$ cat src/rtl/uart_tx_byte_fifo.sv
// uart_tx_byte_fifo: byte FIFO and launch sequencer in front of the UART transmitter.
// Latency: a byte offered in cycle n into an empty FIFO with the FSM idle is launched (o_Tx_DV) in cycle n+2.
// Backpressure: o_Wr_Ready is low while the FIFO is full; a pop in the same cycle does not free a slot until the next cycle.
//
// Ports:
//   i_Clock, reset            clock; synchronous active-high reset
//   i_Wr_Valid/i_Wr_Byte      producer write port (handshake with o_Wr_Ready)
//   o_Tx_DV/o_Tx_Byte         1-cycle launch strobe and byte to the transmitter (byte held until next launch)
//   i_Tx_Active               transmitter busy status (observed only)
//   i_Tx_Done                 1-cycle pulse at end of stop bit
//   o_Count/o_Empty/o_Busy    occupancy and activity status
//   i_Flush                   present only when UART_TX_FIFO_FLUSH_EN is defined: clears the queue
module uart_tx_byte_fifo #(
  parameter int DEPTH  = 16,
  parameter int ADDR_W = 4
) (
  input  logic              i_Clock,
  input  logic              reset,
`ifdef UART_TX_FIFO_FLUSH_EN
  input  logic              i_Flush,
`endif
  input  logic              i_Wr_Valid,
  input  logic [7:0]        i_Wr_Byte,
  output logic              o_Wr_Ready,
  output logic              o_Tx_DV,
  output logic [7:0]        o_Tx_Byte,
  input  logic              i_Tx_Active,
  input  logic              i_Tx_Done,
  output logic [ADDR_W:0]   o_Count,
  output logic              o_Empty,
  output logic              o_Busy
);

  typedef enum logic {
    S_IDLE,
    S_WAIT_DONE
  } state_t;

  localparam logic [ADDR_W:0] FULL_COUNT = (ADDR_W + 1)'(DEPTH);

  state_t            state_q, state_d;
  logic [ADDR_W-1:0] wr_ptr_q, wr_ptr_d;
  logic [ADDR_W-1:0] rd_ptr_q, rd_ptr_d;
  logic [ADDR_W:0]   count_q, count_d;
  logic              tx_dv_q, tx_dv_d;
  logic [7:0]        tx_byte_q, tx_byte_d;
  logic [7:0]        mem_q [DEPTH];
  logic [7:0]        mem_d [DEPTH];

  logic flush;
  logic wr_ready;
  logic push;
  logic pop;

  // The transmitter's busy flag is status only; launch timing is driven by i_Tx_Done.
  logic unused_tx_active;
  assign unused_tx_active = i_Tx_Active;

`ifdef UART_TX_FIFO_FLUSH_EN
  assign flush = i_Flush;
`else
  assign flush = 1'b0;
`endif

  // Ready comes from the registered count so a same-cycle pop never frees a slot early.
  assign wr_ready = (count_q != FULL_COUNT) && !flush;
  assign push     = i_Wr_Valid && wr_ready;
  // Pop only from idle; flush suppresses any launch in its cycle.
  assign pop      = (state_q == S_IDLE) && (count_q != '0) && !flush;

  always_comb begin
    state_d   = state_q;
    wr_ptr_d  = wr_ptr_q;
    rd_ptr_d  = rd_ptr_q;
    count_d   = count_q;
    tx_dv_d   = 1'b0;
    tx_byte_d = tx_byte_q;
    mem_d     = mem_q;

    // Launch FSM: flush leaves state and the launched byte untouched.
    unique case (state_q)
      S_IDLE: begin
        if (pop) begin
          tx_dv_d   = 1'b1;
          tx_byte_d = mem_q[rd_ptr_q];
          state_d   = S_WAIT_DONE;
        end
      end
      S_WAIT_DONE: begin
        if (i_Tx_Done) begin
          state_d = S_IDLE;
        end
      end
      default: state_d = S_IDLE;
    endcase

    if (flush) begin
      wr_ptr_d = '0;
      rd_ptr_d = '0;
      count_d  = '0;
    end else begin
      if (push) begin
        mem_d[wr_ptr_q] = i_Wr_Byte;
        wr_ptr_d        = wr_ptr_q + 1'b1;
      end
      if (pop) begin
        rd_ptr_d = rd_ptr_q + 1'b1;
      end
      unique case ({push, pop})
        2'b10:   count_d = count_q + 1'b1;
        2'b01:   count_d = count_q - 1'b1;
        default: count_d = count_q;
      endcase
    end
  end

  always_ff @(posedge i_Clock) begin
    if (reset) begin
      state_q   <= S_IDLE;
      wr_ptr_q  <= '0;
      rd_ptr_q  <= '0;
      count_q   <= '0;
      tx_dv_q   <= 1'b0;
      tx_byte_q <= 8'h00;
    end else begin
      state_q   <= state_d;
      wr_ptr_q  <= wr_ptr_d;
      rd_ptr_q  <= rd_ptr_d;
      count_q   <= count_d;
      tx_dv_q   <= tx_dv_d;
      tx_byte_q <= tx_byte_d;
    end
  end

  // Storage needs no reset: entries are only read behind a valid count.
  always_ff @(posedge i_Clock) begin
    mem_q <= mem_d;
  end

  assign o_Wr_Ready = wr_ready;
  assign o_Tx_DV    = tx_dv_q;
  assign o_Tx_Byte  = tx_byte_q;
  assign o_Count    = count_q;
  assign o_Empty    = (count_q == '0);
  assign o_Busy     = (count_q != '0) || (state_q == S_WAIT_DONE);

endmodule

$ cat config.mk
export PLATFORM = sky130hd
export DESIGN_NAME = uart_tx_byte_fifo
export DESIGN_NICKNAME = d
export VERILOG_FILES = /design/src/rtl/uart_tx_byte_fifo.sv
export SDC_FILE = /design/constraint.sdc
export NUM_CORES = 1
export LEC_CHECK = 0
export CORE_MARGIN = 8
export CORE_UTILIZATION = 45
export DETAILED_ROUTE_END_ITERATION = 6
export GPL_TIMING_DRIVEN = 0
export PLACE_DENSITY_LB_ADDON = 0.2
export SLEW_MARGIN = 25
export SYNTH_ARGS = -nofsm -noshare
export SYNTH_HDL_FRONTEND = slang
export SYNTH_SLANG_ARGS = --single-unit
export TNS_END_PERCENT = 30
$ cat constraint.sdc
create_clock -name i_Clock -period 4.1 [get_ports i_Clock]
set_input_delay 0.615 -clock i_Clock [delete_from_list [all_inputs] [get_ports i_Clock]]
set_output_delay 0.615 -clock i_Clock [all_outputs]
set_load 0.01 [all_outputs]
==> results.sh, run 1 <==
export IMPL_endpoint_kind="register"
export IMPL_hp_class="register to register"
export IMPL_drv_cap=0
export IMPL_ys_types=44
export IMPL_dr_pass1_iters=7
export IMPL_ys_ff_latch=151
export IMPL_clkPwrFrac=0.361
export IMPL_arrival_ns=3.71
export IMPL_clock_latency_ns=0.42
export IMPL_die_x_um=133
export IMPL_avgViaCountPerCell=5.52
export IMPL_fin_crit_ns=3.40
export IMPL_synthCells=400
export IMPL_setup_slack_ns=0.702
export IMPL_dieArea_um2=17600
export IMPL_htreeDepth=4
export IMPL_whs_ns=0.500
export IMPL_synth_nets=421
export IMPL_grtUsageMet3=0.0424
export IMPL_cellPowerDensity_nw_per_um2=624
export IMPL_grt_overflow=0
export IMPL_use_met1=0.193
export IMPL_dr_first_iter_drc_count=296
export IMPL_p_sw_frac=0.274
export IMPL_grt_busiest_layer="met2"
export IMPL_pre_cts_ws_ns=0.607
export IMPL_drtAntennaViolNets=0
export IMPL_cp_max_fo=11
export IMPL_grt_pass1_vias=3476
export IMPL_root_buffer="clkbuf_16"
export IMPL_cts_setup_buffers=0
export IMPL_synth_flop_cell="edfxtp_1"
export IMPL_cts_buffer_depth=2
export IMPL_final_util=0.546
export IMPL_status="completed"
export IMPL_die_h_um=133
export IMPL_rsz0062_at_grt="false"
export IMPL_setup_tns_ns=0
export IMPL_start_util=0.461
export IMPL_drc=0
export IMPL_ys_seq_area_frac=0.702
export IMPL_cts_resized=0
export IMPL_yosysTopAreaCell="edfxtp_1"
export IMPL_cts_tree="done"
export IMPL_synth_avg_cell_area_um2=15.3
export IMPL_area_delta_synth_final_pct=18.5
export IMPL_cts_buffers=17
export IMPL_synthesis_area_um2=6130
export IMPL_layout_drive_gt1_share=0.131
export IMPL_power_leakage_nw=2.32
export IMPL_wl_per_cell_um=20.6
export IMPL_period_share=0.829
export IMPL_worst_setup_path_type="register to register"
export IMPL_synth_edf_count=128
export IMPL_grt_use_met2=0.244
export IMPL_antenna_found_initial=0
export IMPL_critPathRequiredTime_ns=4.41
export IMPL_final_max_slew_viol_count=0
export IMPL_ys_warnings_count=0
export IMPL_p_sw_mw=1.24
export IMPL_synthTopCellsByArea="edfxtp_1, mux2i_1, dfxtp_1"
export IMPL_p_int_mw=3.29
export IMPL_startpoint_type="register"
export IMPL_synth_top_area_frac=0.627
export IMPL_seq_power_share=0.408
export IMPL_cts_sinks=151
export IMPL_rows=42
export IMPL_core_region_area_um2=13300
export IMPL_synthArstFlopShare=0
export IMPL_comb_power_share=0.230
export IMPL_grt_pass1_wl_um=20000
export IMPL_io_buffers=27
export IMPL_grt_max_degree=17
export IMPL_instances_no_fill=635
export IMPL_synth_common_cells="edfxtp_1, mux2i_1, nor2_1, o22ai_1, dfxtp_1"
export IMPL_grt_use_total=0.155
export IMPL_slew_headroom=0.436
export IMPL_finalHoldViolations=0
export IMPL_peakVddDrop_mv=0.461
export IMPL_skew_ns=0.00772
export IMPL_finalSetupViolCount=0
export IMPL_ios=30
export IMPL_max_freq_ghz=0.294
export IMPL_vias=3508
export IMPL_layout_nets=467
export IMPL_clk_pin_slew_worst_paths_ns=0.06
export IMPL_diodes=0
export IMPL_postCtsHoldBufs=0
export IMPL_wl_um=13100
export IMPL_placed_cells=603
export IMPL_yosysMostFrequentCell="edfxtp_1"
export IMPL_gp_congestion=0.842
export IMPL_worst_pin_slew_ns=0.842
export IMPL_dp_hpwl_um=8790
==> worst paths after layout <==
| check | start | endpoint | slack (ns) | depth (start not counted) |
|---|---|---|---|---|
| max | o_Count[0] | o_Count[4] | 0.70 | 11 |
| min | o_Tx_Byte[1] | o_Tx_Byte[1] | 0.50 | 2 |
| max reg2reg | o_Count[0] | o_Count[4] | 0.70 | 11 |
| min reg2reg | o_Tx_Byte[1] | o_Tx_Byte[1] | 0.50 | 2 |
==> stage by stage <==
| stage | power [mW] | cell area, µm² |
|---|---|---|
| after floorplan | 2.53 | 6130 |
| after global placement | 2.89 | 6620 |
| after detailed placement | 2.93 | 6640 |
| after CTS | 4.55 | 7260 |
| after global routing | 4.71 | 7260 |
| final | 4.53 | 7260 |
==> area by class of cell <==
type,count,area [µm²]
plain buffers,25,140
repair buffers,27,270
multi-input cells,218,1680
fillers,1091,6030
clock buffers,23,478
well taps,176,220
inverters,6,22.5
flip-flops and latches,151,4300
clock inverters,9,146
==> power groups by stage <==
stage                     sequential [mW]  combinational, mW  clock (mW)
after floorplan                      1.89              0.638           0
after global placement               1.88               1.01           0
after detailed placement             1.88               1.04           0
after CTS                            1.85               1.05        1.65
after global routing                 1.86               1.14        1.71
final                                1.85               1.04        1.64
==> layer usage <==
layer  routed length (µm)  vias to the layer above
met5                    0                        -
met4                  253                        0
met3                  741                       23
met2                 6350                      106
met1                 5750                     1738
li1                     -                     1641
==> placed cells by master (no fill, tap or decap), drive strengths merged, types with 3 or more instances in the layout <==
master,instances
or3,3
ha,8
inv,6
edfxtp,128
clkinv,5
dfxtp,23
buf,20
xnor2,5
nand2,5
o22ai,33
or3b,3
nor2,35
nor3,5
clkbuf,28
clkdlybuf4s50,27
xor2,5
a211oi,10
nor4,9
nand3b,4
bufinv,4
mux2i,67
a21oi,4
==> worst max-delay path, stage by stage (launching register included) <==
cell and delay (ns):
dfxtp_1 0.50, nor4_4 0.13, a21oi_2 0.53, buf_4 0.32, ha_1 0.16, clkbuf_1 0.30
xor2_1 0.12, ha_1 0.20, a21oi_1 0.23, a32oi_1 0.15, a31oi_1 0.27, mux2_2 0.37
==> flip-flops by register name, summed over array words and instances (netlist names) <==
signal / flops
rd_ptr_q: 4
mem_q: 128
o_Count: 5
state_q: 1
wr_ptr_q: 4
o_Tx_Byte: 8
o_Tx_DV: 1
==> kinds of logic after synthesis <==
group / Yosys count / share of synthesized area
AOI/OAI and AO/OA: 56 / 0.0618
xor gates and xnor gates: 10 / 0.0143
adders and majority gates: 8 / 0.0163
buffers and inverters: 31 / 0.0265
DFF: 151 / 0.702
muxes: 69 / 0.113
and+or+nand+nor: 75 / 0.0657
(Power assumes the default switching activity.)
==> inputs of run 2 (changes only) <==
Clock period 4.1 ns to 2.8 ns, I/O delays scaled along.
==> run 2 against run 1 <==
Via count fell by 1.9%. First-iteration DRC count fell by 15%. Clock power rose by 34%. Sequential share of layout area barely moved. Wire length rose by 0.23%. Non-clock buffer count rose by 2. Critical endpoint is now o_Busy. Flip-flop and latch count did not move. Final area barely moved. Register-to-register slack got worse by 0.57 ns. Die area did not move.
==> results.sh, run 2 (synthesis results as in run 1) <==
export IMPL_status="completed"
export IMPL_reg2reg_slack_ns=0.13
export IMPL_p_sw_frac=0.278
export IMPL_critPathRequiredTime_ns=2.38
export IMPL_rows=42
export IMPL_finalSetupViolCount=0
export IMPL_arrival_ns=2.27
export IMPL_reg2reg_depth=12
export IMPL_grt_use_total=0.156
export IMPL_worstReg2RegStart="o_Count[1]"
export IMPL_start_util=0.461
export IMPL_wl_um=13100
export IMPL_htreeDepth=4
export IMPL_io_buffers=27
export IMPL_diodes=0
export IMPL_layout_nets=469
export IMPL_endpoint_kind="output pin"
export IMPL_slew_headroom=0.470
export IMPL_die_h_um=133
export IMPL_vias=3442
export IMPL_max_freq_ghz=0.372
export IMPL_seq_power_share=0.417
export IMPL_gp_congestion=0.838
export IMPL_die_x_um=133
export IMPL_layout_drive_gt1_share=0.137
export IMPL_largest_register="mem_q"
export IMPL_root_buffer="clkbuf_16"
export IMPL_mostFrequentLayoutCells="edfxtp_1, mux2i_1, nor2_1"
export IMPL_worst_pin_slew_ns=0.792
export IMPL_antenna_found_initial=0
export IMPL_skew_ns=0.00795
export IMPL_peakVddDrop_mv=0.579
export IMPL_reg2reg_to="o_Count[4]"
export IMPL_final_util=0.546
export IMPL_dp_hpwl_um=8810
export IMPL_comb_power_share=0.247
export IMPL_cts_buffers=17
export IMPL_instances_no_fill=637
export IMPL_place_area_um2=6640
export IMPL_period_share=0.960
export IMPL_fillers=1092
export IMPL_fin_crit_ns=2.69
export IMPL_clk_pin_slew_worst_paths_ns=0.06
export IMPL_crit_end="o_Busy"
export IMPL_dieArea_um2=17600
export IMPL_hp_class="primary input to register"
export IMPL_fin_area_um2=7260
export IMPL_cellPowerDensity_nw_per_um2=898
export IMPL_drc=0
export IMPL_grt_max_degree=17
export IMPL_ios=30
export IMPL_grt_pass1_wl_um=20700
export IMPL_finalHoldViolations=0
export IMPL_dr_first_iter_drc_count=253
export IMPL_power_leakage_nw=2.31
export IMPL_wl_per_cell_um=20.6
export IMPL_rsz0062_at_grt="false"
export IMPL_clkPwrFrac=0.336
export IMPL_core_region_area_um2=13300
export IMPL_dr_pass1_iters=5
export IMPL_final_max_slew_viol_count=0
export IMPL_cts_tree="done"
export IMPL_setup_slack_ns=0.111
export IMPL_grt_pass1_vias=3615
export IMPL_avgViaCountPerCell=5.40
export IMPL_final_common_cell="edfxtp_1"
export IMPL_clock_latency_ns=0.41
export IMPL_placed_cells=603
export IMPL_p_sw_mw=1.82
export IMPL_startpoint_type="register"
export IMPL_cts_sinks=151
export IMPL_drtAntennaViolNets=0
export IMPL_grt_overflow=0
export IMPL_crit_path_start="o_Count[1]"
export IMPL_largest_register_ffs=128
export IMPL_pre_cts_ws_ns=-0.489
export IMPL_drv_cap=0
export IMPL_p_int_mw=4.71
export IMPL_worst_setup_path_type="register to output pin"
export IMPL_cts_buffer_depth=2
export IMPL_cp_max_fo=7
export IMPL_area_delta_synth_final_pct=18.5
-- run 2: cell types whose count changed in the layout (fill, tap and decap cells not counted), sizes merged --
cell | previous run | this run
buf | 20 | 23
clkinvlp | 0 | 1
bufinv | 4 | 3
clkinv | 5 | 9
clkbuf | 28 | 23
-- run 2: how the worst min path moves through the flow --
stage                 startpoint      endpoint  cells past startpoint
floorplan                state_q       o_Tx_DV                      1
global placement    o_Tx_Byte[0]  o_Tx_Byte[0]                      2
detailed placement  o_Tx_Byte[0]  o_Tx_Byte[0]                      2
CTS                        reset    o_Count[4]                      3
global route               reset    o_Count[4]                      3
finish                     reset    o_Count[4]                      3
-- run 2: layout make-up --
class	count	area, µm²	share of cell area
clock buffers	19	433	0.0596
flip-flops and latches	151	4300	0.593
well taps	176	220	0.0303
repair buffers	30	297	0.0408
inverters	6	22.5	0.00310
clock inverters	13	136	0.0188
multi-input cells	218	1710	0.236
plain buffers	24	136	0.0188
-- run 2: layer usage --
metal  share of wire  wire length [µm]  vias up  track usage
li1                -                 -     1642            -
met1            0.44              5830     1704        0.199
met2            0.50              6530       80        0.257
met3           0.044               573       16       0.0322
met4           0.014               185        0       0.0562
met5               0                 0        -            0
-- run 2: timing repair --
item / 4_1_cts / 5_1_grt
pin swaps: 3 / 1
endpoints found under the hold margin: 0 / 0
buffers inserted: 2 / 1
hold buffers: 0 / 0
setup endpoints to repair: 3 / 1
resized for setup: 4 / 2
-- run 2: power by group through the flow --
stage          Clock (mW)  Combinational [mW]  Sequential (mW)
3_3_place_gp            0                1.47             2.75
6_report             2.19                1.61             2.72
3_5_place_dp            0                1.50             2.76
4_1_cts              2.23                1.58             2.72
5_1_grt              2.31                1.75             2.74
2_1_floorplan           0               0.936             2.76
-- run 2: critical path, stage by stage (launching register included) --
cell and delay [ns]:
dfxtp_1 0.31, buf_4 0.16, or4_4 0.56, or3_4 0.35, clkdlybuf4s50_1 0.48
-- run 2: per-stage QoR --
| stage | power (mW) | TNS, ns | hold WS (ns) |
|---|---|---|---|
| finish | 6.52 | 0 | 0.422 |
| global route | 6.80 | 0 | 0.450 |
| CTS | 6.52 | 0 | 0.399 |
| detailed placement | 4.26 | -0.877 | 0.497 |
| global placement | 4.22 | -2.75 | 0.506 |
| floorplan | 3.70 | 0 | 0.516 |
